===== config.mk =====
export PLATFORM = sky130hd
export DESIGN_NAME = vend_ctrl_param
export DESIGN_NICKNAME = d
export VERILOG_FILES = /design/src/rtl/vend_ctrl_param.sv
export SDC_FILE = /design/constraint.sdc
export NUM_CORES = 1
export LEC_CHECK = 0
export BUFFER_PORTS_ARGS = -buffer_cell sky130_fd_sc_hd__buf_2
export CELL_PAD_IN_SITES_DETAIL_PLACEMENT = 0
export CELL_PAD_IN_SITES_GLOBAL_PLACEMENT = 1
export CORE_UTILIZATION = 35
export CTS_BUF_LIST = sky130_fd_sc_hd__clkbuf_2
export CTS_CLUSTER_SIZE = 24
export DETAILED_ROUTE_END_ITERATION = 16
export PLACE_DENSITY_LB_ADDON = 0.1
export REMOVE_ABC_BUFFERS = 1
export SYNTH_ARGS = -nofsm -noshare
export SYNTH_HDL_FRONTEND = slang
export SYNTH_SLANG_ARGS = --single-unit

===== constraint.sdc =====
create_clock -name CLOCK_27 -period 9.3 [get_ports CLOCK_27]
set_input_delay 0.465 -clock CLOCK_27 [delete_from_list [all_inputs] [get_ports CLOCK_27]]
set_output_delay 0.465 -clock CLOCK_27 [all_outputs]
set_load 0.005 [all_outputs]

===== src/rtl/vend_ctrl_param.sv =====
// Vending controller: N-item price table, capped credit, cancel/timeout refund,
// greedy coin-by-coin change over a valid/ready handshake.
module vend_ctrl_param #(
    parameter int                            NUM_ITEMS   = 4,
    parameter int                            MONEY_W     = 8,
    parameter logic [NUM_ITEMS*MONEY_W-1:0]  PRICE_LIST  = {8'd5, 8'd20, 8'd14, 8'd10},
    parameter int                            COIN_HI     = 10,
    parameter int                            COIN_MID    = 5,
    parameter int                            COIN_LO     = 1,
    parameter int                            CREDIT_MAX  = 99,
    parameter int                            TIMEOUT_CYC = 1000
) (
    input  logic                          CLOCK_27,
    input  logic                          RESET,
    input  logic                          sel_valid,
    input  logic [$clog2(NUM_ITEMS)-1:0]  sel_item,
    input  logic [2:0]                    coin_in,
    input  logic                          cancel,
    input  logic                          confirm,
    input  logic                          ack,
    input  logic                          coin_out_ready,
    output logic                          coin_out_valid,
    output logic [2:0]                    coin_out,
    output logic                          vend_pulse,
    output logic                          coin_reject,
    output logic [2:0]                    state_code,
    output logic [MONEY_W-1:0]            credit,
    output logic [MONEY_W-1:0]            price,
    output logic [MONEY_W-1:0]            change_due
);
    localparam int SEL_W = $clog2(NUM_ITEMS);
    localparam int TMO_W = $clog2(TIMEOUT_CYC + 1);

    typedef enum logic [2:0] {
        S_IDLE    = 3'd0,
        S_PAY     = 3'd1,
        S_CONFIRM = 3'd2,
        S_VEND    = 3'd3,
        S_REFUND  = 3'd4,
        S_CHANGE  = 3'd5,
        S_DONE    = 3'd6
    } state_t;

    state_t             state_q, state_d;
    logic [MONEY_W-1:0] credit_q, credit_d;
    logic [MONEY_W-1:0] price_q, price_d;
    logic [MONEY_W-1:0] change_q, change_d;
    logic [TMO_W-1:0]   tmo_q, tmo_d;
    logic [2:0]         coin_q, coin_d;
    logic               cov_q, cov_d;
    logic               vend_q, vend_d;
    logic               reject_q, reject_d;

    function automatic logic [MONEY_W-1:0] denom(input logic [2:0] c);
        case (c)
            3'b100:  denom = MONEY_W'(COIN_HI);
            3'b010:  denom = MONEY_W'(COIN_MID);
            3'b001:  denom = MONEY_W'(COIN_LO);
            default: denom = '0;
        endcase
    endfunction

    // Largest denomination that fits; 0 when nothing fits (owed amount exhausted).
    function automatic logic [2:0] greedy(input logic [MONEY_W-1:0] amt);
        if (amt >= MONEY_W'(COIN_HI))       greedy = 3'b100;
        else if (amt >= MONEY_W'(COIN_MID)) greedy = 3'b010;
        else if (amt >= MONEY_W'(COIN_LO))  greedy = 3'b001;
        else                                greedy = 3'b000;
    endfunction

    logic [MONEY_W-1:0] sel_price;
    logic               sel_ok;
    logic               coin_one_hot;
    logic [MONEY_W:0]   coin_sum;
    logic               coin_ok;
    logic               tmo_hit;

    always_comb begin
        sel_price = '0;
        for (int i = 0; i < NUM_ITEMS; i++)
            if (SEL_W'(i) == sel_item) sel_price = PRICE_LIST[i*MONEY_W +: MONEY_W];
    end

    assign sel_ok       = {1'b0, sel_item} < (SEL_W+1)'(NUM_ITEMS);
    assign coin_one_hot = (coin_in == 3'b001) || (coin_in == 3'b010) || (coin_in == 3'b100);
    // One extra bit so the ceiling compare cannot be fooled by wrap.
    assign coin_sum     = {1'b0, credit_q} + {1'b0, denom(coin_in)};
    assign coin_ok      = (state_q == S_PAY) && coin_one_hot &&
                          (coin_sum <= (MONEY_W+1)'(CREDIT_MAX));
    assign tmo_hit      = (tmo_q == TMO_W'(TIMEOUT_CYC - 1));

    always_comb begin
        state_d  = state_q;
        credit_d = credit_q;
        price_d  = price_q;
        change_d = change_q;
        tmo_d    = tmo_q;
        reject_d = (coin_in != 3'b000) && !coin_ok;
        if (coin_ok) credit_d = coin_sum[MONEY_W-1:0];

        case (state_q)
            S_IDLE: begin
                if (sel_valid && sel_ok) begin
                    price_d = sel_price;
                    state_d = S_PAY;
                end
            end
            S_PAY: begin
                if (cancel || tmo_hit)       state_d = S_REFUND;
                else if (credit_q >= price_q) state_d = S_CONFIRM;
                else if (sel_valid && sel_ok) price_d = sel_price;
            end
            S_CONFIRM: begin
                if (cancel || tmo_hit) state_d = S_REFUND;
                else if (confirm)      state_d = S_VEND;
            end
            S_VEND: begin
                change_d = credit_q - price_q;
                credit_d = '0;
                state_d  = (credit_q != price_q) ? S_CHANGE : S_DONE;
            end
            S_REFUND: begin
                change_d = credit_q;
                credit_d = '0;
                state_d  = (credit_q != '0) ? S_CHANGE : S_IDLE;
            end
            S_CHANGE: begin
                if (cov_q && coin_out_ready) change_d = change_q - denom(coin_q);
                else if (!cov_q)             state_d  = S_DONE;
            end
            S_DONE: begin
                if (ack) state_d = S_IDLE;
            end
            default: state_d = S_IDLE;
        endcase

        if (state_d == S_IDLE) begin
            credit_d = '0;
            price_d  = '0;
            change_d = '0;
        end

        if (state_d != state_q || coin_ok || (sel_valid && state_q == S_PAY))
            tmo_d = '0;
        else if (state_q == S_PAY || state_q == S_CONFIRM)
            tmo_d = tmo_q + 1'b1;

        // Offer is a function of the owed amount only, so it holds while ready is low.
        coin_d = (state_d == S_CHANGE) ? greedy(change_d) : 3'b000;
        cov_d  = (coin_d != 3'b000);
        vend_d = (state_d == S_VEND);
    end

    always_ff @(posedge CLOCK_27 or posedge RESET) begin
        if (RESET) begin
            state_q  <= S_IDLE;
            credit_q <= '0;
            price_q  <= '0;
            change_q <= '0;
            tmo_q    <= '0;
            coin_q   <= 3'b000;
            cov_q    <= 1'b0;
            vend_q   <= 1'b0;
            reject_q <= 1'b0;
        end else begin
            state_q  <= state_d;
            credit_q <= credit_d;
            price_q  <= price_d;
            change_q <= change_d;
            tmo_q    <= tmo_d;
            coin_q   <= coin_d;
            cov_q    <= cov_d;
            vend_q   <= vend_d;
            reject_q <= reject_d;
        end
    end

    assign coin_out_valid = cov_q;
    assign coin_out       = coin_q;
    assign vend_pulse     = vend_q;
    assign coin_reject    = reject_q;
    assign state_code     = state_q;
    assign credit         = credit_q;
    assign price          = price_q;
    assign change_due     = change_q;
endmodule


==> Word-level counts from Yosys, hierarchy flattened <==
Cells that the tools add are included.
{ "word_totals": {"reg_bits": 43, "latchBits": 0, "ramBits": 0, "mem_bits_ro": 0, "in_bits": 12, "out_inout_bits": 33, "elab_cells": 99, "memories": 0} }
{ "op_classes": {"n_addsub": 4, "n_mul": 0, "div": 0, "n_lt_le_gt_ge": 5, "n_eq_ne": 22, "shift": 0, "n_mux": 36, "bitwise": 0, "reduce_logical": 23} }
{ "op_table": {"columns": ["operator", "count"], "rows": [
  ["8-bit 2-to-1 mux", 12],
  ["3-bit 2-to-1 mux", 11],
  ["4-bit case mux with 3 select lines", 2],
  ["8-bit case mux with 3 select lines", 1],
  ["3-bit case mux with 7 select lines", 1],
  ["10-bit 2-to-1 mux", 2],
  ["3-bit == test (second input constant)", 6],
  ["8-bit case mux with 2 select lines", 1],
  ["8-bit subtractor", 2],
  ["3-bit by 2-bit == test with 1-bit output (second input constant)", 5],
  ["3-bit nonzero test", 4],
  ["10-bit by 1-bit adder with 10-bit output (second input constant)", 1],
  ["10-bit == test (second input constant)", 1],
  ["8-bit by 8-bit adder with 9-bit output", 1],
  ["3-bit by 1-bit == test with 1-bit output (second input constant)", 3],
  ["9-bit by 7-bit less-or-equal comparator with 1-bit output (second input constant)", 1],
  ["8-bit by 1-bit >= comparator with 1-bit output (second input constant)", 1],
  ["8-bit by 3-bit >= comparator with 1-bit output (second input constant)", 1],
  ["8-bit by 4-bit >= comparator with 1-bit output (second input constant)", 1],
  ["8-bit >= comparator", 1],
  ["4-bit 2-to-1 mux", 2],
  ["8-bit != test", 1],
  ["8-bit nonzero test", 1],
  ["3-bit zero test", 2],
  ["14 further kinds", 26]
]} }

==> Logic depth before layout (Yosys ltp) <==
{ "logic_depth": {"word_depth": 14, "ltp_mapped": 13, "mapped_depth_nobuf": 11} }

==> Worst setup path after synthesis <==
No wires, ideal clock.
{ "synth_timing": {"path_kind": "input -> register", "from": "input coin_in[1]", "to": "register tmo_q[1]", "setup_ns": 0.070, "t_arrival_ns": 3.076, "required_time_ns": 9.230, "slack_ns": 6.154, "stages": 11, "n_path_buf": 2, "cell_sequence": "nor3b_1 ha_1 a211o_1 a2111oi_0 nand3b_1 o21ai_0 a311oi_1 buf_2 or4_1 buf_6 nor2_2"} }
{ "synth_between": {"elab_chain_len": 8, "elab_cells_between_ends": 14, "cone_classes": "add/sub: 1; order compare: 1; eq/ne: 3; mux: 2; reduce/logical: 7"} }
{ "synth_rtl": {"columns": ["item", "line_no", "source"], "rows": [
  ["from (decl)", "17", "input logic [2:0] coin_in,"],
  ["3-bit by 1-bit == test with 1-bit output (tied with other cells)", "55, 85", null],
  ["4-bit case mux with 3 select lines / 1-bit logical OR (equally long branches)", "55, 85", null],
  ["8-bit by 8-bit adder with 9-bit output / 1-bit logical OR (equally long branches)", "87, 85", null],
  ["9-bit by 7-bit less-or-equal comparator with 1-bit output / 1-bit logical AND (equally long branches)", "89, 88", null],
  ["1-bit logical AND (*)", "88", "assign coin_ok = (state_q == S_PAY) && coin_one_hot &&"],
  ["1-bit logical OR (*) (2 in a row)", "143", "if (state_d != state_q || coin_ok || (sel_valid && state_q == S_PAY))"],
  ["10-bit 2-to-1 mux / 2-bit nonzero test (equally long branches)", null, null],
  ["to (signal assigned)", "170", "tmo_q <= tmo_d;"],
  ["to (decl)", "48", "logic [TMO_W-1:0] tmo_q, tmo_d;"]
]} }
Every way passes the cells marked *; elsewhere a longest branch is shown, timed or not.
A chain may end at the register's enable or synchronous reset.

==> Worst setup path after layout <==
{ "layout_timing": {"from": "register credit_q[0], in the netlist credit[0]", "to": "register tmo_q[1]"} }
{ "layout_between": {"elab_chain_len": 8, "elab_cells_between_ends": 16, "cone_classes": "add/sub: 1; order compare: 2; eq/ne: 2; mux: 6; reduce/logical: 5"} }
{ "layout_rtl": {"columns": ["item", "line_no", "source"], "rows": [
  ["from (decl)", "45", "logic [MONEY_W-1:0] credit_q, credit_d;"],
  ["from (signal assigned)", "167", "credit_q <= credit_d;"],
  ["8-bit >= comparator", "110", "else if (credit_q >= price_q) state_d = S_CONFIRM;"],
  ["3-bit 2-to-1 mux", "110", null],
  ["3-bit 2-to-1 mux", "109", "if (cancel || tmo_hit) state_d = S_REFUND;"],
  ["3-bit case mux with 7 select lines (*)", "101", "case (state_q)"],
  ["named net state_d[0]", "44", "state_t state_q, state_d;"],
  ["3-bit != test (*)", "143", null],
  ["1-bit logical OR (*) (2 in a row)", "143", null],
  ["10-bit 2-to-1 mux / 2-bit nonzero test (equally long branches)", null, null]
]} }
The timed path passes the listed nets; every way through them passes the cells marked *.

==> metrics.sh <==
STATUS='finished clean'
SYNTHESIS_STAGE_REGISTER_BIT_COUNT=39
ROUTED_WIRELENGTH_UM=8100
VIA_COUNT=2774
FINISH.INSTANCE_AREA_UM2=3400
CTS.SINK_COUNT=39
SETUP_SLACK_NS=5.77
GRT_USE_TOTAL_PCT=18.9
CP.REQUIRED_NS=9.66
N_ANTENNA_CELL=0
SYN2LAYOUT_AREA_GROWTH_PCT=9.85
MAXCAPVIOLATIONS=0
CP-END-KIND='flip-flop'
YOSYSSEQAREASHARE_PCT=31.5
FLOORPLAN_DIE_AREA_UM2=9230
FINISH_STAGE_SETUP_VIOLS=0
POST_CTS_BUFFERS=0
IR_DROP_WORST_VDD_mV=0.173
AREA_OF_COMBINATIONAL_CELLS_WITH_MULTIPLE_INPUTS_UM2=1960
DETAIL-ROUTE-ANTENNA-NETS=0
CTS_BUFFERS=5
GR-MAX-USAGE-LAYER='met2'
TRITONCTS='yes'
YS_DOMINANT_REG_CELL='sky130_fd_sc_hd__dfrtp_1'
ROUTE.DETAILED.DRC=0
GRT_ANTENNA_BEFORE_REPAIR=0
LARGEST_NET_DEGREE_AT_THE_START_OF_GLOBAL_ROUTING=40
SYNTHESIS.INSTANCES=351
SYN_AREA_UM2=3100
CRITPATHARRIVALTIME_NS=3.90
POST_DRT_VIA_CELL_RATIO=5.63
GP_ROUTABILITY_CONGESTION=0.767
MIN-DELAY-PATH-CLASS='in -> async'
DETAILED_PLACE.AREA_UM2=3360
GRT_PASS1_WL_UM=13200
DIEHEIGHT_UM=96.1
CTS_RESIZED=0
CP-START-KIND='flip-flop'
FINALHOLDWORSTSLACK_NS=0.134
DRIVE_ABOVE_1_SHARE_PCT=19.1
PIN_COUNT=45
TNS_NS=0
MAX_CLOCK_FREQ_MHz=283
DRT_PASS1_ITERATIONS=4
CTS_HOLD_BUF=0
TIMING.FINAL.MAX_SLEW_VIOLATIONS=0
FIRST_GLOBAL_VIAS=2590
WORSTMARGINPINSLEW_NS=0.927
LEAKAGEPOWER_nW=1.52
CLOCK_LATENCY_NS=0.41
GRT.OVERFLOW.TOTAL=0
PLACE_HPWL_UM=6170
SYNTH_ASYNC_SR_FLOP_SHARE_PCT=100
PLACEMENT.IO_BUFFERS=41
CRITICAL_PATH.MAX_FANOUT=10
CELL_CHOSEN_FOR_THE_CLOCK_ROOT='sky130_fd_sc_hd__clkbuf_2'
YOSYSUNIQUECELLTYPES=63
GRT_UTIL_MET1_PCT=28.0
SEQ_AREA_UM2=976
START_UTIL_PCT=37.0
PLACEMENT_STAGE_WORST_SETUP_SLACK_NS=5.46
SYN_AREA_PER_CELL_UM2=8.83
SYNTH_WARNINGS=0
POST_DRT_WL_PER_CELL_UM=16.4
CORE_REGION_AREA_UM2=8380
RSZ0062_AT_GRT='no'
CTS_HTREE_LEVELS=2
POWER.DENSITY_CELL_AREA_nW_PER_UM2=260
SETUP.WORST_PATH.CLASS='reg -> reg'
NNETSFINAL=416
MAX-CLOCK-PATH-BUFFERS=2
EDFF_COUNT_SYNTH=0
ROWS=33
REL_SLEW_SLACK_PCT=38.0
TIMING.FINAL.CRIT_SHARE_PCT=38.0
PERIOD_NEEDED_NS=3.53
GRT_USE_MET2_PCT=28.8
FILLER_CELL_COUNT=891
CHIPWIDTH_UM=96.1
INITIALDRTVIOLATIONCOUNT=123
HOLD_VIOLATION_COUNT_IN_THE_FINAL_REPORT=0
GLOBALROUTEMET3UTIL_PCT=2.69
WORST_CLOCK_SKEW_NS=0.00564
CLK_TRANSITION_REPORTED_PATHS_NS=0.22
cells by family (layout without fill, tap and decap cells):
kind of cell,after synthesis,in the layout,synth area share [%]
multiplexers,5,5,1.62
adder cells (fa/ha/maj),17,17,7.59
AO/OA/AOI/OAI,99,99,23.7
XOR/XNOR,20,20,5.65
buffers and inverters,36,71,5.57
other,1,3,0.121
flip-flops,39,39,31.5
AND/OR/NAND/NOR,134,134,24.3
power breakdown:
group	leakage [nW]	internal [mW]	total [mW]	switching, mW
Combinational	0.960	0.213	0.547	0.334
Clock	0.0241	0.0167	0.0792	0.0625
Sequential	0.531	0.198	0.258	0.0597
registers in the layout, indices dropped and copies added, names as in the netlist:
signal          flops
tmo_q              10
change_due          8
credit              8
price               4
coin_out            3
state_code          3
coin_out_valid      1
coin_reject         1
vend_pulse          1
worst max-delay path, cell delays in order, from the launching register on:
cell	delay, ns
sky130_fd_sc_hd__dfrtp_1	0.51
sky130_fd_sc_hd__inv_1	0.09
sky130_fd_sc_hd__ha_1	0.15
sky130_fd_sc_hd__inv_1	0.06
sky130_fd_sc_hd__fa_1	0.41
sky130_fd_sc_hd__a211oi_1	0.43
sky130_fd_sc_hd__o21bai_1	0.17
sky130_fd_sc_hd__a2111o_1	0.44
sky130_fd_sc_hd__o311ai_2	0.12
sky130_fd_sc_hd__xor2_1	0.11
sky130_fd_sc_hd__or4_1	0.79
sky130_fd_sc_hd__nor2_2	0.20
synth_stat cells, drive strengths merged (3+ instances only):
cell type | n | share of area, %
a41oi | 3 | 0.85
a22oi | 3 | 0.73
inv | 19 | 2.3
a2111oi | 3 | 1.3
fa | 3 | 1.9
a22o | 5 | 1.4
nor3b | 7 | 1.7
a211oi | 8 | 1.9
a221o | 5 | 1.6
and3 | 3 | 0.61
mux2i | 5 | 1.6
or2 | 3 | 0.61
clkbuf | 5 | 0.61
a31oi | 3 | 0.61
nand3 | 9 | 1.5
nor2 | 43 | 6.0
a21oi | 23 | 3.7
nor3 | 10 | 1.9
nor4 | 9 | 2.5
xnor2 | 9 | 2.5
nand4 | 4 | 0.81
buf | 12 | 2.7
o21ai | 14 | 2.3
nor2b | 9 | 1.8
nand2b | 8 | 1.6
o21bai | 4 | 0.97
o211ai | 6 | 1.5
ha | 14 | 5.7
nand2 | 17 | 2.1
a21o | 4 | 0.97
nand3b | 4 | 0.97
xor2 | 11 | 3.1
dfrtp | 39 | 32
metal layers:
layer	routed length (um)	up-vias
li1	-	1361
met1	4170	1354
met2	3620	52
met3	243	7
met4	68	0
met5	0	-
stage by stage:
step           std cells  power, mW  utilization [%]
2_1_floorplan        336      0.637                -
3_3_place_gp         485      0.809             40.1
3_5_place_dp         485      0.808             40.1
4_1_cts              493      0.892             40.6
5_1_grt              493      0.966             40.6
6_report             493      0.885             40.6
placed cells by master (no fill, tap or decap), types with 4 or more instances in the layout:
| cell | instances |
|---|---|
| sky130_fd_sc_hd__inv_1 | 19 |
| sky130_fd_sc_hd__xnor2_1 | 9 |
| sky130_fd_sc_hd__nor3b_1 | 7 |
| sky130_fd_sc_hd__a22o_1 | 5 |
| sky130_fd_sc_hd__nand2_1 | 17 |
| sky130_fd_sc_hd__nand4_1 | 4 |
| sky130_fd_sc_hd__ha_1 | 14 |
| sky130_fd_sc_hd__a21oi_1 | 23 |
| sky130_fd_sc_hd__nand3b_1 | 4 |
| sky130_fd_sc_hd__nor4_1 | 7 |
| sky130_fd_sc_hd__o21ai_0 | 14 |
| sky130_fd_sc_hd__nand2b_1 | 8 |
| sky130_fd_sc_hd__a211oi_1 | 8 |
| sky130_fd_sc_hd__clkbuf_2 | 5 |
| sky130_fd_sc_hd__nor2_2 | 10 |
| sky130_fd_sc_hd__dfrtp_1 | 39 |
| sky130_fd_sc_hd__nor3_1 | 8 |
| sky130_fd_sc_hd__nor2_1 | 33 |
| sky130_fd_sc_hd__nor2b_1 | 9 |
| sky130_fd_sc_hd__nand3_1 | 9 |
| sky130_fd_sc_hd__a21o_1 | 4 |
| sky130_fd_sc_hd__buf_2 | 41 |
| sky130_fd_sc_hd__mux2i_1 | 5 |
| sky130_fd_sc_hd__o21bai_1 | 4 |
| sky130_fd_sc_hd__xor2_1 | 11 |
| sky130_fd_sc_hd__a221o_1 | 5 |
| sky130_fd_sc_hd__o211ai_1 | 6 |
final cells by class:
class	count	area share, %
clock buffer	5	0.735
clock inverter	3	0.441
inverter	19	2.10
multi-input combinational	278	57.5
sequential	39	28.7
tap	105	3.86
timing repair buffer	44	6.69
worst paths after layout:
kind                                   from             to  slack (ns)  depth (start not counted)
worst max-delay path              credit[0]       tmo_q[1]        5.77                         11
min in group CLOCK_27           sel_item[1]       price[3]        0.25                          2
worst min register to register     tmo_q[8]       tmo_q[8]        0.58                          2
worst max register to register    credit[0]       tmo_q[1]        5.77                         11
max in group asynchronous             RESET  change_due[1]        8.82                          3
worst min-delay path                  RESET  change_due[7]        0.13                          3
No activity file was read; power rests on OpenSTA's default activity.
